$ cat config.mk
export PLATFORM = sky130hd
export DESIGN_NAME = splitter_burst_scheduler
export DESIGN_NICKNAME = d
export VERILOG_FILES = /design/src/rtl/splitter_pkg.sv /design/src/rtl/splitter_out_stage.sv /design/src/rtl/splitter_burst_scheduler.sv
export SDC_FILE = /design/constraint.sdc
export NUM_CORES = 1
export LEC_CHECK = 0
export BUFFER_PORTS_ARGS = -buffer_cell sky130_fd_sc_hd__clkbuf_2
export CORE_ASPECT_RATIO = 1.25
export CORE_MARGIN = 8
export CORE_UTILIZATION = 54
export DETAILED_ROUTE_END_ITERATION = 16
export GPL_TIMING_DRIVEN = 0
export PLACE_DENSITY = 0.78
export RECOVER_POWER = 50
export SLEW_MARGIN = 20
export SYNTH_ARGS = -nofsm -noshare
export SYNTH_HDL_FRONTEND = slang
export SYNTH_HIERARCHICAL = 1
export SYNTH_SLANG_ARGS = --single-unit
$ cat constraint.sdc
create_clock -name clk -period 4.53 [get_ports clk]
set_clock_uncertainty 0.15 [all_clocks]
set_input_delay 0 -clock clk [delete_from_list [all_inputs] [get_ports clk]]
set_output_delay 0 -clock clk [all_outputs]
set_load 0.05 [all_outputs]
$ cat src/rtl/splitter_pkg.sv
// splitter_pkg
//   Shared definitions for the sample splitter family.
//   sched_state_e  : burst scheduler states (IDLE, ACTIVE, GAP)
//   SAMPLE_W/HALF_W: default sample width and the width of each output half
//   DEF_ACTIVE_SAMPLES / DEF_IDLE_SAMPLES: legacy fixed schedule, used as the
//   power-on contents of the scheduler's length shadow registers.
package splitter_pkg;

  typedef enum logic [1:0] {
    IDLE   = 2'd0,
    ACTIVE = 2'd1,
    GAP    = 2'd2
  } sched_state_e;

  localparam int SAMPLE_W           = 64;
  localparam int HALF_W             = SAMPLE_W / 2;
  localparam int DEF_ACTIVE_SAMPLES = 3276;
  localparam int DEF_IDLE_SAMPLES   = 1176;

endpackage

$ cat src/rtl/splitter_out_stage.sv
// splitter_out_stage
//   Single-slot valid/ready output register that splits one sample into an
//   upper and a lower half presented on two ports with a shared valid.
//   Ports:
//     clk, rst_n   : clock, asynchronous active-low reset
//     accept       : load sample_in into the slot this cycle
//     sample_in    : SAMPLE_W-bit sample
//     port_ready   : common downstream ready
//     slot_free    : slot can take a new sample this cycle
//     port1_data   : sample[SAMPLE_W-1:SAMPLE_W/2]
//     port2_data   : sample[SAMPLE_W/2-1:0]
//     port_valid   : common valid for both ports
module splitter_out_stage #(
  parameter int SAMPLE_W = 64
) (
  input  logic                  clk,
  input  logic                  rst_n,
  input  logic                  accept,
  input  logic [SAMPLE_W-1:0]   sample_in,
  input  logic                  port_ready,
  output logic                  slot_free,
  output logic [SAMPLE_W/2-1:0] port1_data,
  output logic [SAMPLE_W/2-1:0] port2_data,
  output logic                  port_valid
);
  import splitter_pkg::*;

  localparam int H = SAMPLE_W / 2;

  logic [H-1:0] port1_reg;
  logic [H-1:0] port2_reg;
  logic         valid_reg;

  // The slot is reusable in the same cycle its current content is taken.
  assign slot_free = !valid_reg || port_ready;

  always_ff @(posedge clk or negedge rst_n) begin
    if (!rst_n) begin
      port1_reg <= '0;
      port2_reg <= '0;
      valid_reg <= 1'b0;
    end else if (accept) begin
      port1_reg <= sample_in[SAMPLE_W-1:H];
      port2_reg <= sample_in[H-1:0];
      valid_reg <= 1'b1;
    end else if (port_ready) begin
      // Data is left in place; only valid drops when the slot drains.
      valid_reg <= 1'b0;
    end
  end

  assign port1_data = port1_reg;
  assign port2_data = port2_reg;
  assign port_valid = valid_reg;

endmodule

$ cat src/rtl/splitter_burst_scheduler.sv
// splitter_burst_scheduler
//   Groups samples from a valid/ready source into bursts of cfg_active_len
//   accepted samples separated by cfg_gap_len idle cycles, and splits each
//   sample onto two half-width ports through a single-slot output register.
//   Ports:
//     clk, rst_n       : clock, asynchronous active-low reset
//     cfg_active_len   : samples per burst (0 rejected at start)
//     cfg_gap_len      : idle cycles between bursts (0 = back-to-back)
//     cfg_num_bursts   : bursts per run (0 = until stop)
//     start, stop      : single-cycle run control pulses
//     sample_valid/sample_in/slave_ready : upstream handshake
//     port1_data/port2_data/port_valid/port_ready : downstream handshake
//     busy, done       : run in progress / one-cycle end-of-run pulse
//     burst_cnt        : bursts completed in the current run
//     underflow_cnt    : saturating count of starved ACTIVE cycles
module splitter_burst_scheduler #(
  parameter int SAMPLE_W   = 64,
  parameter int LEN_W      = 16,
  parameter int DEF_ACTIVE = 3276,
  parameter int DEF_GAP    = 1176
) (
  input  logic                  clk,
  input  logic                  rst_n,
  input  logic [LEN_W-1:0]      cfg_active_len,
  input  logic [LEN_W-1:0]      cfg_gap_len,
  input  logic [LEN_W-1:0]      cfg_num_bursts,
  input  logic                  start,
  input  logic                  stop,
  input  logic                  sample_valid,
  input  logic [SAMPLE_W-1:0]   sample_in,
  output logic                  slave_ready,
  output logic [SAMPLE_W/2-1:0] port1_data,
  output logic [SAMPLE_W/2-1:0] port2_data,
  output logic                  port_valid,
  input  logic                  port_ready,
  output logic                  busy,
  output logic                  done,
  output logic [LEN_W-1:0]      burst_cnt,
  output logic [LEN_W-1:0]      underflow_cnt
);
  import splitter_pkg::*;

  sched_state_e state_reg, state_next;

  logic [LEN_W-1:0] active_len_reg;
  logic [LEN_W-1:0] gap_len_reg;
  logic [LEN_W-1:0] num_bursts_reg;
  logic [LEN_W-1:0] beat_reg;
  logic [LEN_W-1:0] gap_cnt_reg;
  logic [LEN_W-1:0] burst_cnt_reg;
  logic [LEN_W-1:0] underflow_reg;
  logic             stop_pending_reg;
  logic             busy_d_reg;
  logic             done_reg;

  logic             slot_free;
  logic             accept;
  logic             start_ok;
  logic             last_beat;
  logic             run_limit;
  logic             stop_eff;
  logic             gap_end;
  logic             starved;
  logic [LEN_W-1:0] burst_cnt_inc;

  splitter_out_stage #(
    .SAMPLE_W (SAMPLE_W)
  ) u_out_stage (
    .clk        (clk),
    .rst_n      (rst_n),
    .accept     (accept),
    .sample_in  (sample_in),
    .port_ready (port_ready),
    .slot_free  (slot_free),
    .port1_data (port1_data),
    .port2_data (port2_data),
    .port_valid (port_valid)
  );

  assign slave_ready   = (state_reg == ACTIVE) && slot_free;
  assign accept        = sample_valid && slave_ready;
  assign start_ok      = (state_reg == IDLE) && start && (cfg_active_len != '0);
  assign last_beat     = accept && (beat_reg == active_len_reg - LEN_W'(1));
  assign burst_cnt_inc = burst_cnt_reg + LEN_W'(1);
  assign run_limit     = (num_bursts_reg != '0) && (burst_cnt_inc == num_bursts_reg);
  // A stop arriving together with the final accept still ends the run.
  assign stop_eff      = stop_pending_reg || stop;
  assign gap_end       = (gap_cnt_reg == gap_len_reg - LEN_W'(1));
  assign starved       = (state_reg == ACTIVE) && slot_free && !sample_valid;
  assign busy          = (state_reg != IDLE) || port_valid;

  always_comb begin
    state_next = state_reg;
    case (state_reg)
      IDLE: begin
        if (start_ok) state_next = ACTIVE;
      end
      ACTIVE: begin
        if (last_beat) begin
          if (stop_eff || run_limit)  state_next = IDLE;
          else if (gap_len_reg == '0) state_next = ACTIVE;
          else                        state_next = GAP;
        end
      end
      GAP: begin
        if (stop_eff)     state_next = IDLE;
        else if (gap_end) state_next = ACTIVE;
      end
      default: state_next = IDLE;
    endcase
  end

  always_ff @(posedge clk or negedge rst_n) begin
    if (!rst_n) state_reg <= IDLE;
    else        state_reg <= state_next;
  end

  // Run configuration is captured once per start so mid-run cfg changes
  // cannot disturb the schedule.
  always_ff @(posedge clk or negedge rst_n) begin
    if (!rst_n) begin
      active_len_reg <= LEN_W'(DEF_ACTIVE);
      gap_len_reg    <= LEN_W'(DEF_GAP);
      num_bursts_reg <= '0;
    end else if (start_ok) begin
      active_len_reg <= cfg_active_len;
      gap_len_reg    <= cfg_gap_len;
      num_bursts_reg <= cfg_num_bursts;
    end
  end

  // Beats count accepts only, so starvation stretches a burst.
  always_ff @(posedge clk or negedge rst_n) begin
    if (!rst_n)         beat_reg <= '0;
    else if (start_ok)  beat_reg <= '0;
    else if (last_beat) beat_reg <= '0;
    else if (accept)    beat_reg <= beat_reg + LEN_W'(1);
  end

  // Gap counter restarts whenever GAP is entered; backpressure is ignored.
  always_ff @(posedge clk or negedge rst_n) begin
    if (!rst_n)                 gap_cnt_reg <= '0;
    else if (state_reg != GAP)  gap_cnt_reg <= '0;
    else                        gap_cnt_reg <= gap_cnt_reg + LEN_W'(1);
  end

  always_ff @(posedge clk or negedge rst_n) begin
    if (!rst_n) begin
      burst_cnt_reg <= '0;
      underflow_reg <= '0;
    end else if (start_ok) begin
      burst_cnt_reg <= '0;
      underflow_reg <= '0;
    end else begin
      if (last_beat) burst_cnt_reg <= burst_cnt_inc;
      if (starved && (underflow_reg != {LEN_W{1'b1}}))
        underflow_reg <= underflow_reg + LEN_W'(1);
    end
  end

  always_ff @(posedge clk or negedge rst_n) begin
    if (!rst_n)                              stop_pending_reg <= 1'b0;
    else if (state_next == IDLE)             stop_pending_reg <= 1'b0;
    else if (stop && (state_reg != IDLE))    stop_pending_reg <= 1'b1;
  end

  // done is raised in the cycle following the first cycle with busy low.
  always_ff @(posedge clk or negedge rst_n) begin
    if (!rst_n) begin
      busy_d_reg <= 1'b0;
      done_reg   <= 1'b0;
    end else begin
      busy_d_reg <= busy;
      done_reg   <= busy_d_reg && !busy;
    end
  end

  assign done          = done_reg;
  assign burst_cnt     = burst_cnt_reg;
  assign underflow_cnt = underflow_reg;

endmodule

== After elaboration in Yosys (flattened, before gate mapping) ==
Index checks and enable logic that the tools add are counted.
W data, S select, Z words.

* Bits in registers: 182
* Latch bits: 0
* Bits in writable memories: 0
* Bits in read-only memories: 0
* Output and inout bits: 100
* Word-level logic and storage cells: 74
* Memories: 0

* Add/sub/neg operators: 6
* Multiply operators: 0
* Div/mod/pow operators: 0
* Order comparisons: 0
* Equal/unequal tests: 7
* Shifts and indexed selects: 0
* Multiplexer cells: 19
* Bitwise gates (word level): 0
* Reductions and logical operators: 28

{| class="wikitable"
|+ Operators with widths
! cell !! count
|-
| $mux W16 || 8
|-
| $add A16 B1 Y16 const B || 4
|-
| $eq A16 B16 Y1 || 3
|-
| $reduce_bool A16 Y1 || 2
|-
| $sub A16 B1 Y16 const B || 2
|-
| $logic_not A16 Y1 || 1
|-
| $ne A16 B16 Y1 const B || 1
|-
| $mux W2 || 6
|-
| $logic_and A1 B1 Y1 || 10
|-
| $reduce_bool A2 Y1 || 5
|-
| $pmux W2 S3 || 1
|-
| $logic_not A2 Y1 || 2
|-
| $logic_or A1 B1 Y1 || 4
|-
| $mux W1 || 4
|-
| $logic_not A1 Y1 || 3
|-
| $reduce_bool A3 Y1 || 1
|-
| $eq A2 B1 Y1 const B || 1
|-
| $eq A2 B2 Y1 const B || 1
|-
| $ne A2 B2 Y1 const B || 1
|}

== Depth between registers and ports, before layout ==
* Depth after elaboration: 9
* Gate-level depth with buffers: 15

== Cells and area by module ==
The synthesis kept the hierarchy.

{| class="wikitable"
|+ Modules (own cells, without submodules)
! module !! instances !! cells each !! area an instance (um^2) !! sequential area each (um^2)
|-
| splitter_burst_scheduler || 1 || 782 || 6703.9 || 2940.3
|-
| splitter_out_stage || 1 || 138 || 2616.3 || 1626.6
|}

== Worst setup path after synthesis ==
OpenSTA, ideal clock, no wires.

* Path type: reg2reg
* Start point: register u_out_stage.valid_reg (netlist: u_out_stage/port_valid)
* End point: register beat_reg[13]
* Setup time: 0.118 ns
* Data arrival time: 3.289 ns
* Data required time: 4.262 ns
* Slack: 0.973 ns
* Cell stages (with the launch flop): 16
* Path buffers: 3
* Clock period less this slack: 3.557 ns
* Cells stage by stage: dfrtp_1 > nand2b_1 > nand2_1 > nor2_1 > nand2_1 > inv_1 > o2111ai_1 > nor3_1 > o2111ai_1 > or4_1 > buf_2 > nand2_1 > buf_4 > buf_6 > o21ai_1 > a21o_1

* Cells in the longest elaborated chain, start to end: 7

{| class="wikitable"
|+ RTL lines
! item !! RTL line !! text
|-
| start, declared || splitter_out_stage.sv:32 || <nowiki>logic valid_reg;</nowiki>
|-
| start signal, assigned || splitter_out_stage.sv:41 || <nowiki>valid_reg <= 1'b0;</nowiki>
|-
| start signal, assigned || splitter_out_stage.sv:45 || <nowiki>valid_reg <= 1'b1;</nowiki>
|-
| start signal, assigned || splitter_out_stage.sv:48 || <nowiki>valid_reg <= 1'b0;</nowiki>
|-
| $logic_not A1 Y1 (*) || splitter_out_stage.sv:35 || <nowiki>assign slot_free = !valid_reg || port_ready;</nowiki>
|-
| $logic_or A1 B1 Y1 (*) || splitter_out_stage.sv:35 ||
|-
| named net slot_free || splitter_burst_scheduler.sv:56 || <nowiki>logic slot_free;</nowiki>
|-
| $logic_and A1 B1 Y1 (*) || splitter_burst_scheduler.sv:80 || <nowiki>assign slave_ready = (state_reg == ACTIVE) && slot_free;</nowiki>
|-
| named net slave_ready || splitter_burst_scheduler.sv:31 || <nowiki>output logic slave_ready,</nowiki>
|-
| $logic_and A1 B1 Y1 (*) || splitter_burst_scheduler.sv:81 || <nowiki>assign accept = sample_valid && slave_ready;</nowiki>
|-
| $logic_and A1 B1 Y1 || splitter_burst_scheduler.sv:83 || <nowiki>assign last_beat = accept && (beat_reg == active_len_reg - LEN_W'(1));</nowiki>
|-
| $mux W16 || splitter_burst_scheduler.sv:136 || <nowiki>else if (last_beat) beat_reg <= '0;</nowiki>
|-
| $mux W16 || splitter_burst_scheduler.sv:135 || <nowiki>else if (start_ok) beat_reg <= '0;</nowiki>
|-
| end signal, assigned || splitter_burst_scheduler.sv:137 || <nowiki>else if (accept) beat_reg <= beat_reg + LEN_W'(1);</nowiki>
|-
| end, declared || splitter_burst_scheduler.sv:48 || <nowiki>logic [LEN_W-1:0] beat_reg;</nowiki>
|}

The timed path passes the listed nets; every way through them passes the cells marked *.
A chain may end at the register's enable or synchronous reset.

== Worst setup path after layout ==
* Start point: register active_len_reg[0]
* End point: register burst_cnt_reg[14] (netlist: burst_cnt[14])

* Cells in the longest elaborated chain, start to end: 4

{| class="wikitable"
|+ RTL lines
! item !! RTL line !! text
|-
| start, declared || splitter_burst_scheduler.sv:45 || <nowiki>logic [LEN_W-1:0] active_len_reg;</nowiki>
|-
| start signal, assigned || splitter_burst_scheduler.sv:122 || <nowiki>active_len_reg <= LEN_W'(DEF_ACTIVE);</nowiki>
|-
| start signal, assigned || splitter_burst_scheduler.sv:126 || <nowiki>active_len_reg <= cfg_active_len;</nowiki>
|-
| $sub A16 B1 Y16 || splitter_burst_scheduler.sv:83 ||
|-
| $eq A16 B16 Y1 || splitter_burst_scheduler.sv:83 ||
|-
| $logic_and A1 B1 Y1 || splitter_burst_scheduler.sv:83 ||
|-
| $reduce_bool A2 Y1 (no line) || -- ||
|-
| end signal, assigned || splitter_burst_scheduler.sv:155 || <nowiki>if (last_beat) burst_cnt_reg <= burst_cnt_inc;</nowiki>
|-
| end, declared || splitter_burst_scheduler.sv:50 || <nowiki>logic [LEN_W-1:0] burst_cnt_reg;</nowiki>
|}

Every way passes these cells.

==> key figures <==
Synthesis
  – Top_reg_cell synth: dfrtp_1
  – Synth area leader: dfrtp_1
  – Synth unique cells: 62
  – FFs w/ async S/R, synth: 100.0%
  – Cell Area, Synth: 9320 µm²
  – #FFs+latches synth: 182
  – Seq/Total Area, Yosys: 49.00%
  – Synthesis Warnings: 6
  – Avg Cell Area, Syn: 10.13 µm²
  – Synth Instances: 920
  – Ranking of synthesized cells by area: dfrtp_1, mux2_4, nand2_1, xnor2_1, xor2_1
  – Post-synth top area share: 46.18%
  – Post-synth EDFFs: 0
  – Syn Nets: 1044

Floorplanning
  – Die height: 162.9 µm
  – I/O pin total: 218
  – Die X: 133.5 µm
  – Initial Util: 55.33%
  – Rows: 53
  – Core area: 16840 µm²
  – Die area: 21750 µm²

Drt
  – Met2 wire length: 15350 µm
  – Post-route ant nets: 0
  – Vias: 8498
  – 1st-pass router iterations: 5
  – Met3 Wirelength: 1725 µm
  – DR WL/cell: 19.82 µm
  – Routed Wire Length: 29930 µm
  – Top sig layer: met4
  – Detailed-route DRC error count: 0
  – Drt via density: 5.628
  – Metal-1 WL: 11610 µm
  – Iter 0 DRT Violations: 570

Cells and area
  – Most common cell after layout, fill and taps aside: dfrtp_1
  – Multi-input logic area: 4476 µm²
  – Commonest non-fill, non-tap cells in the layout: dfrtp_1, nand2_1, clkbuf_2, dlygate4sd3_1, clkbuf_1
  – Share of post-route cells with drive strength above 1: 21.20%
  – Fill cell count: 1196
  – Register Area: 4567 µm²
  – Final net count: 1400
  – Layout area overhead: 32.41%

Power and ir drop
  – Seq pwr share: 39.0%
  – NetSw: 0.002716 W
  – Worst VDD drop: 358.3 µV
  – Clock power frac: 22.5%
  – Sw Share: 42.06%
  – Combinational group share of total power: 38.5%
  – Internal power: 0.003741 W
  – Pwr Density: 523.3 nW/µm²
  – Leakage: 5.624 nW

STA
  – F_max: 235.0 MHz
  – Crit share post-route: 93.95%
  – Smallest setup slack after layout: 0.2741 ns
  – Fin Hold WS: 0.1269 ns
  – Final hold vios: 0
  – Max transition margin: -83.93%
  – Worst-Margin Slew: 2.759 ns
  – RSZ-0062 raised after global routing: false
  – Final setup vio count: 0
  – Slew Limit Fails: 182
  – Final worst path period need: 4.256 ns
  – Setup TNS: 0 ns

Global route
  – Initial antenna violation count: 0
  – Pin count of the biggest net entering global routing: 82
  – Global-route wire length before repair: 47930 µm
  – Vias in the first global route: 9126
  – GRT Overall Usage: 27.65%
  – Global-route congestion overflow total: 0

Worst setup path
  – Arrival @ worst endpoint: 4.39 ns
  – Req. time, crit path: 4.67 ns
  – Crit start category: register
  – Worst Setup End Kind: register
  – Crit Path Category: register to register
  – Worst r2r src: active_len_reg[0]
  – Worst Path Max Fanout: 10
  – Worst Setup SP: active_len_reg[0]

CTS
  – CTS tree: built
  – Reg clk slew, reported paths: 0.07 ns
  – Clock sinks: 182
  – Clock Tree Buf Depth: 2
  – CTS H-tree depth: 4
  – Total setup buffers inserted after CTS: 0
  – Root buffer cell: clkbuf_16
  – Total CTS buffers: 17
  – Clk_lat worst skew: 0.43 ns

Flow run
  – Max-Cap Viols: 3

Run status
  – Outcome: finished, violations left
  – Failing checks: max-capacitance violations, max-slew violations

Place
  – Place WS: 0.4002 ns
  – DP HPWL: 19190 µm
  – Placer Congestion: 0.8668
  – Port Buffers: 217

Min path
  – Min-delay worst type: input pin to register
  – Hold path start: start
==> power groups by stage <==
stage | Sequential (W) | Clock, W | Combinational, W
3_5_place_dp | 0.00250 | 0 | 0.00241
3_3_place_gp | 0.00250 | 0 | 0.00234
5_1_grt | 0.00257 | 0.00152 | 0.00267
4_1_cts | 0.00248 | 0.00145 | 0.00249
6_report | 0.00252 | 0.00145 | 0.00249
2_1_floorplan | 0.00305 | 0 | 0.00118
==> per-layer routing <==
layer  track usage, %  vias to the layer above
met5                0                        -
met4            13.76                        0
met3            5.957                       83
met2            48.59                      379
met1            31.18                     4131
li1                 -                     3905
==> critical path: stages, from the launching register on <==
cell and delay, ns:
dfrtp_1 0.36, clkbuf_1 0.18, inv_1 0.12, ha_1 0.28, or4b_1 0.45, buf_2 0.19
o41ai_2 0.36, o41a_1 0.21, o22ai_1 0.09, nor4_1 0.63, nand3_1 0.44, clkbuf_1 0.37
nand3_1 0.19, o21ai_1 0.09
==> metrics by stage <==
| stage | instance area [µm²] | total power (W) | util (%) | instances |
|---|---|---|---|---|
| after floorplan | 9320 | 0.004235 | - | 920 |
| after global placement | 10680 | 0.004838 | 63.42 | 1357 |
| after detailed placement | 10750 | 0.004901 | 63.79 | 1359 |
| after CTS | 12510 | 0.006432 | 74.26 | 1508 |
| after global routing | 12340 | 0.006759 | 73.24 | 1508 |
| final | 12340 | 0.006458 | 73.27 | 1510 |
==> area by class of cell <==
cell class,instances,area share [%]
flip-flops and latches,182,37.01
repair buffers,337,17.63
multi-input cells,683,36.27
clock inverters,12,0.9835
clock buffers,19,3.589
diodes,2,0.04056
plain buffers,41,1.825
well taps,220,2.231
inverters,14,0.4258
==> cell usage after synthesis (7+ instances only) <==
cell,number
o21ai_1,30
nand4_1,12
a21oi_1,10
dfstp_2,10
nand3_1,42
xnor2_1,49
o21ai_0,14
nand2_1,170
or4_1,7
nor2_1,73
clkbuf_1,25
nand2b_1,9
inv_1,14
mux2_4,49
buf_6,8
nor3_1,18
or3_1,10
a31oi_1,10
dfrtp_1,172
and3_1,12
mux2_2,18
xor2_1,43
nor2b_1,8
nor4_1,22
o31ai_1,9
==> what timing repair did <==
action / 4_1_cts / 5_1_grt
hold endpoints to repair: 292 / 0
resized for setup: 0 / 0
hold buffers: 118 / 0
==> cells by family (layout without fill, tap and decap cells) <==
logic type               count (synthesis)  count (layout)  synth area share, %
other                                    0               2                    0
buffers and inverters                   55             423                2.980
AND/OR/NAND/NOR                        407             407                20.53
adder cells (fa/ha/maj)                  6               6               0.8055
flip-flops                             182             182                49.00
multiplexers                            70              70                10.39
AO/OA/AOI/OAI                          108             108                7.652
XOR/XNOR                                92              92                8.645
==> path summary, 6_finish.rpt <==
check                                           to  slack [ns]  depth (start not counted)
worst max-delay path                 burst_cnt[14]        0.27                         13
worst min-delay path                 burst_cnt[10]        0.13                          5
worst max register to register       burst_cnt[14]        0.27                         13
worst min register to register                done        0.34                          2
max in group asynchronous       num_bursts_reg[10]        0.88                          4
min in group asynchronous           gap_len_reg[4]        0.70                          3
(Power assumes the default switching activity.)
